### src/rtl/bram_arbiter_if.sv
// Requester-side and RAM-side signal bundle for bram_arbiter.
// slave = arbiter view, master = requesters plus RAM model view.
interface bram_arbiter_if #(
  parameter int RAM_WIDTH     = 32,
  parameter int RAM_ADDR_BITS = 7
);
  logic                     p0_req;
  logic                     p0_we;
  logic                     p0_lock;
  logic [RAM_ADDR_BITS-1:0] p0_addr;
  logic [RAM_WIDTH-1:0]     p0_wdata;
  logic                     p0_gnt;
  logic                     p0_rvalid;
  logic [RAM_WIDTH-1:0]     p0_rdata;

  logic                     p1_req;
  logic                     p1_we;
  logic                     p1_lock;
  logic [RAM_ADDR_BITS-1:0] p1_addr;
  logic [RAM_WIDTH-1:0]     p1_wdata;
  logic                     p1_gnt;
  logic                     p1_rvalid;
  logic [RAM_WIDTH-1:0]     p1_rdata;

  logic                     ram_enable;
  logic                     write_enable;
  logic [RAM_ADDR_BITS-1:0] ram_address;
  logic [RAM_WIDTH-1:0]     ram_wdata;
  logic [RAM_WIDTH-1:0]     ram_rdata;

  modport slave (
    input  p0_req, p0_we, p0_lock, p0_addr, p0_wdata,
    output p0_gnt, p0_rvalid, p0_rdata,
    input  p1_req, p1_we, p1_lock, p1_addr, p1_wdata,
    output p1_gnt, p1_rvalid, p1_rdata,
    output ram_enable, write_enable, ram_address, ram_wdata,
    input  ram_rdata
  );

  modport master (
    output p0_req, p0_we, p0_lock, p0_addr, p0_wdata,
    input  p0_gnt, p0_rvalid, p0_rdata,
    output p1_req, p1_we, p1_lock, p1_addr, p1_wdata,
    input  p1_gnt, p1_rvalid, p1_rdata,
    input  ram_enable, write_enable, ram_address, ram_wdata,
    output ram_rdata
  );
endinterface

### src/rtl/bram_arbiter.sv
// Two-requester arbiter for one single-port BRAM with per-cycle grants and locked bursts.
// Define BRAM_ARB_FIXED_PRIO_EN to make port 0 win every idle-state tie (default: round robin).
module bram_arbiter #(
  parameter int RAM_WIDTH     = 32,
  parameter int RAM_ADDR_BITS = 7
) (
  input  logic          clock,
  input  logic          reset_n,
  bram_arbiter_if.slave bus
);

  typedef enum logic [1:0] {
    IDLE = 2'd0,
    OWN0 = 2'd1,
    OWN1 = 2'd2
  } state_t;

  state_t state;
  logic   p0_rvalid_q;
  logic   p1_rvalid_q;
  logic   gnt0;
  logic   gnt1;
  logic   tie_to_p1;

`ifdef BRAM_ARB_FIXED_PRIO_EN
  assign tie_to_p1 = 1'b0;
`else
  logic last_gnt;

  // Tie goes to the port that did not win last; reset value 1 lets port 0 win first.
  assign tie_to_p1 = ~last_gnt;

  always_ff @(posedge clock or negedge reset_n) begin
    if (!reset_n) begin
      last_gnt <= 1'b1;
    end else if (gnt0 || gnt1) begin
      last_gnt <= gnt1;
    end
  end
`endif

  always_comb begin
    gnt0 = 1'b0;
    gnt1 = 1'b0;
    case (state)
      OWN0:    gnt0 = bus.p0_req;
      OWN1:    gnt1 = bus.p1_req;
      default: begin
        if (bus.p0_req && bus.p1_req) begin
          gnt0 = ~tie_to_p1;
          gnt1 = tie_to_p1;
        end else begin
          gnt0 = bus.p0_req;
          gnt1 = bus.p1_req;
        end
      end
    endcase
  end

  assign bus.p0_gnt       = gnt0;
  assign bus.p1_gnt       = gnt1;
  assign bus.ram_enable   = gnt0 | gnt1;
  assign bus.write_enable = (gnt0 & bus.p0_we) | (gnt1 & bus.p1_we);
  assign bus.ram_address  = gnt0 ? bus.p0_addr  : (gnt1 ? bus.p1_addr  : '0);
  assign bus.ram_wdata    = gnt0 ? bus.p0_wdata : (gnt1 ? bus.p1_wdata : '0);

  assign bus.p0_rvalid = p0_rvalid_q;
  assign bus.p1_rvalid = p1_rvalid_q;
  assign bus.p0_rdata  = bus.ram_rdata;
  assign bus.p1_rdata  = bus.ram_rdata;

  // Ownership FSM; the owner's lock is sampled every cycle, even while it is not requesting.
  always_ff @(posedge clock or negedge reset_n) begin
    if (!reset_n) begin
      state       <= IDLE;
      p0_rvalid_q <= 1'b0;
      p1_rvalid_q <= 1'b0;
    end else begin
      p0_rvalid_q <= gnt0 & ~bus.p0_we;
      p1_rvalid_q <= gnt1 & ~bus.p1_we;
      case (state)
        IDLE: begin
          if (gnt0 && bus.p0_lock) begin
            state <= OWN0;
          end else if (gnt1 && bus.p1_lock) begin
            state <= OWN1;
          end
        end
        OWN0: begin
          if (!bus.p0_lock) begin
            state <= IDLE;
          end
        end
        OWN1: begin
          if (!bus.p1_lock) begin
            state <= IDLE;
          end
        end
        default: state <= IDLE;
      endcase
    end
  end

endmodule

### src/flat_wrapper.sv
// flat-port wrapper written by rule: the top's interface ports become plain ports
module bram_arbiter_flat 
#(
  parameter int RAM_WIDTH     = 32,
  parameter int RAM_ADDR_BITS = 7
)
  (clock, reset_n, bus_p0_req, bus_p0_we, bus_p0_lock, bus_p0_addr, bus_p0_wdata, bus_p0_gnt, bus_p0_rvalid, bus_p0_rdata, bus_p1_req, bus_p1_we, bus_p1_lock, bus_p1_addr, bus_p1_wdata, bus_p1_gnt, bus_p1_rvalid, bus_p1_rdata, bus_ram_enable, bus_write_enable, bus_ram_address, bus_ram_wdata, bus_ram_rdata);
  bram_arbiter_if #(.RAM_WIDTH(RAM_WIDTH), .RAM_ADDR_BITS(RAM_ADDR_BITS)) bus_i ();
  input  logic clock;
  input  logic reset_n;
  input wire logic [$bits(bus_i.p0_req)-1:0] bus_p0_req;
  input wire logic [$bits(bus_i.p0_we)-1:0] bus_p0_we;
  input wire logic [$bits(bus_i.p0_lock)-1:0] bus_p0_lock;
  input wire logic [$bits(bus_i.p0_addr)-1:0] bus_p0_addr;
  input wire logic [$bits(bus_i.p0_wdata)-1:0] bus_p0_wdata;
  output wire logic [$bits(bus_i.p0_gnt)-1:0] bus_p0_gnt;
  output wire logic [$bits(bus_i.p0_rvalid)-1:0] bus_p0_rvalid;
  output wire logic [$bits(bus_i.p0_rdata)-1:0] bus_p0_rdata;
  input wire logic [$bits(bus_i.p1_req)-1:0] bus_p1_req;
  input wire logic [$bits(bus_i.p1_we)-1:0] bus_p1_we;
  input wire logic [$bits(bus_i.p1_lock)-1:0] bus_p1_lock;
  input wire logic [$bits(bus_i.p1_addr)-1:0] bus_p1_addr;
  input wire logic [$bits(bus_i.p1_wdata)-1:0] bus_p1_wdata;
  output wire logic [$bits(bus_i.p1_gnt)-1:0] bus_p1_gnt;
  output wire logic [$bits(bus_i.p1_rvalid)-1:0] bus_p1_rvalid;
  output wire logic [$bits(bus_i.p1_rdata)-1:0] bus_p1_rdata;
  output wire logic [$bits(bus_i.ram_enable)-1:0] bus_ram_enable;
  output wire logic [$bits(bus_i.write_enable)-1:0] bus_write_enable;
  output wire logic [$bits(bus_i.ram_address)-1:0] bus_ram_address;
  output wire logic [$bits(bus_i.ram_wdata)-1:0] bus_ram_wdata;
  input wire logic [$bits(bus_i.ram_rdata)-1:0] bus_ram_rdata;
  assign bus_i.p0_req = bus_p0_req;
  assign bus_i.p0_we = bus_p0_we;
  assign bus_i.p0_lock = bus_p0_lock;
  assign bus_i.p0_addr = bus_p0_addr;
  assign bus_i.p0_wdata = bus_p0_wdata;
  assign bus_p0_gnt = bus_i.p0_gnt;
  assign bus_p0_rvalid = bus_i.p0_rvalid;
  assign bus_p0_rdata = bus_i.p0_rdata;
  assign bus_i.p1_req = bus_p1_req;
  assign bus_i.p1_we = bus_p1_we;
  assign bus_i.p1_lock = bus_p1_lock;
  assign bus_i.p1_addr = bus_p1_addr;
  assign bus_i.p1_wdata = bus_p1_wdata;
  assign bus_p1_gnt = bus_i.p1_gnt;
  assign bus_p1_rvalid = bus_i.p1_rvalid;
  assign bus_p1_rdata = bus_i.p1_rdata;
  assign bus_ram_enable = bus_i.ram_enable;
  assign bus_write_enable = bus_i.write_enable;
  assign bus_ram_address = bus_i.ram_address;
  assign bus_ram_wdata = bus_i.ram_wdata;
  assign bus_i.ram_rdata = bus_ram_rdata;
  bram_arbiter #(.RAM_WIDTH(RAM_WIDTH), .RAM_ADDR_BITS(RAM_ADDR_BITS)) u_core (.clock(clock), .reset_n(reset_n), .bus(bus_i));
endmodule
### config.mk
export PLATFORM = sky130hd
export DESIGN_NAME = bram_arbiter_flat
export DESIGN_NICKNAME = d
export VERILOG_FILES = /design/src/rtl/bram_arbiter_if.sv /design/src/rtl/bram_arbiter.sv /design/src/flat_wrapper.sv
export SDC_FILE = /design/constraint.sdc
export NUM_CORES = 1
export LEC_CHECK = 0
export CORE_AREA = 2 2 88 90
export CTS_CLUSTER_SIZE = 8
export DETAILED_ROUTE_END_ITERATION = 10
export DIE_AREA = 0 0 90 92
export GPL_TIMING_DRIVEN = 1
export PLACE_DENSITY = 0.77
export SLEW_MARGIN = 10
export SYNTH_ARGS = -nofsm -noshare
export SYNTH_HDL_FRONTEND = slang
export SYNTH_SLANG_ARGS = --single-unit
### constraint.sdc
create_clock -name clock -period 3.6 [get_ports clock]
set_input_delay 0.72 -clock clock [delete_from_list [all_inputs] [get_ports clock]]
set_output_delay 0.72 -clock clock [all_outputs]
set_load 0.005 [all_outputs]
==> results.json <==
{
  "met2_length_mm": 2.27,
  "grt_max_degree": 40,
  "min_delay_path_depth": 1,
  "num_rows": 32,
  "ioPinCount": 227,
  "reg2reg_from": "u_core.state[0]",
  "worst_slack_ns": 0.259,
  "tightestPinTransition_ns": 0.332,
  "synth_edf_count": 0,
  "min_period_ns": 3.34,
  "wl_mm": 4.57,
  "layout_common_cells": "clkdlybuf4s50_1, a22o_1, dfrtp_1",
  "cp.arrival_ns": 2.62,
  "fillers": 803,
  "drv_slew": 0,
  "clkLatencyLatePin_ns": 0.22,
  "cap_viol_max_count": 0,
  "cts_buffers": 3,
  "drtPass1Iterations": 4,
  "clkSinkCount": 5,
  "synth_area_leaders": "buf_4, a22o_1, dfrtp_1",
  "first_global_vias": 1317,
  "ir_worst_vdd_mv": 0.380,
  "syn_avg_cell_area_sq_um": 8.59,
  "hold_path.class": "flip-flop to flip-flop",
  "powerDensity_mw_per_mm2": 629,
  "worstSetupPathType": "input port to primary output",
  "viasPerCell": 4.05,
  "antenna_found_initial": 0,
  "finalHoldViolations": 0,
  "wl_met3_um": 385,
  "setup_viol": 0,
  "ys_ff_latch": 5,
  "cts_tree": "yes",
  "place.gp.congestion": 0.694,
  "ys_seq_area_frac": 0.101,
  "crit_path_start_kind": "input port",
  "worstHoldStart": "u_core.last_gnt",
  "grt.overflow.total": 0,
  "cts_max_level": 1,
  "setup-tns-final_ns": 0,
  "syn_nets": 266,
  "die-area_sq_mm": 0.00828,
  "drive_gt1_frac": 0.0481,
  "max_freq_mhz": 299,
  "cts_resized": 0,
  "area.growth.synth_to_final_pct": 75.8,
  "async_flop_share": 1.00,
  "synth.top_cell.area_share": 0.386,
  "nets": 330,
  "ff2ff_path_depth": 6,
  "die_y_um": 92,
  "cts_root_buffer": "clkbuf_8",
  "start_util": 0.167,
  "drtIter0Drc": 49,
  "crit_fanout": 23,
  "die_x_um": 90,
  "synthDistinctLibCells": 26,
  "grt_pass1_wl_mm": 6.96,
  "met1Wirelength_mm": 1.80,
  "postCtsHoldBufs": 0,
  "core_sq_mm": 0.00745,
  "n_antenna_cell": 0,
  "outcome": "complete, no violations",
  "syn_area_sq_mm": 0.00125,
  "p_leak_uw": 0.000852,
  "clk_pin_slew_ns": 0.04,
  "drc": 0,
  "post-cts-setup-buffers": 0,
  "topRoutingLayerUsed": "met4",
  "crit_path_end_kind": "primary output",
  "synthFlopType": "dfrtp_1",
  "skew_ns": 0.00477,
  "fin_crit_sh": 0.928,
  "place.port_buffers": 130,
  "hold_end": "u_core.last_gnt",
  "ys.warnings.count": 0,
  "cts_buffer_depth": 2,
  "yosysTopAreaCell": "buf_4",
  "dr_total_vias": 1256,
  "rsz0062_at_grt": "false",
  "wl_per_cell_um": 14.7,
  "r2r-end": "u_core.state[0]",
  "grt_usage": 0.102,
  "rrSetupSlack_ns": 1.62,
  "multi_input_area_sq_um": 544,
  "required_ns": 2.88,
  "seqCellArea_sq_um": 126,
  "relSlewSlack": 0.778,
  "dp.final_hpwl_mm": 3.77,
  "antenna_left": 0,
  "place_ws_ns": 0.261,
  "synthCells": 145,
  "final_common_cell": "clkdlybuf4s50_1"
}
sequential cells by signal, summed over array words and instances, names as in the netlist:
name                  count
u_core.bus.p0_rvalid      1
u_core.bus.p1_rvalid      1
u_core.last_gnt           1
u_core.state              2
worst max-delay path by stage:
stage / start / endpoint / slack (ns)
6_report: bus_p1_req / bus_ram_wdata[21] / 0.26
5_1_grt: bus_p1_req / bus_ram_wdata[24] / 0.17
3_5_place_dp: bus_p1_req / bus_ram_wdata[23] / 0.26
2_1_floorplan: u_core.state[0] / bus_ram_address[0] / 1.25
3_3_place_gp: bus_p1_req / bus_ram_wdata[23] / 0.25
4_1_cts: bus_p1_req / bus_ram_wdata[23] / 0.25
synthesized netlist by cell type, types with 2 or more instances:
cell type	number
buf_4	64
a22o_1	40
buf_6	7
dfrtp_1	4
ha_1	3
inv_1	3
buf_2	2
nand2_1	2
nand2b_1	2
nor2b_1	2
per-stage QoR:
stage / cell area [sq um] / cells / util / hold slack, ns / total power, uW
finish: 2190 / 310 / 0.294 / 0.535 / 1380
global route: 2190 / 310 / 0.294 / 0.557 / 1470
CTS: 2190 / 310 / 0.294 / 0.535 / 1400
detailed placement: 2150 / 306 / 0.288 / 0.529 / 1280
global placement: 2150 / 306 / 0.288 / 0.527 / 1270
floorplan: 1250 / 145 / - / 0.424 / 729
layer usage:
metal,GRT usage,vias up
li1,-,586
met2,0.179,65
met3,0.0312,20
met4,0.0410,0
met1,0.115,585
met5,0,-
cells by family after synthesis:
family,Yosys count,synth area share
AND/OR/NAND/NOR,10,0.0472
adder cells (fa/ha/maj),3,0.0301
AO/OA/AOI/OAI,49,0.340
multiplexers,1,0.0120
flip-flops,5,0.101
buffers and inverters,77,0.469
critical path, stage by stage:
cell	delay, ns
clkdlybuf4s50_1	0.50
inv_1	0.05
o311a_2	0.38
buf_4	0.22
a22o_1	0.27
clkdlybuf4s50_1	0.47
final cells by class:
type,instances,share of cell area
Timing Repair Buffer,133,0.610
Tap cell,102,0.0583
Clock buffer,4,0.0206
Inverter,3,0.00514
Multi-Input combinational cell,63,0.248
Sequential cell,5,0.0577
power breakdown:
part / leakage, uW / internal (uW) / total, uW / switching (uW)
Sequential: 0.0000635 / 81.8 / 96.7 / 14.9
Clock: 0.0000228 / 75.8 / 101 / 25.0
Combinational: 0.000765 / 735 / 1180 / 446
Total: 0.000852 / 893 / 1380 / 486
Power figures use the tool's default switching activity.
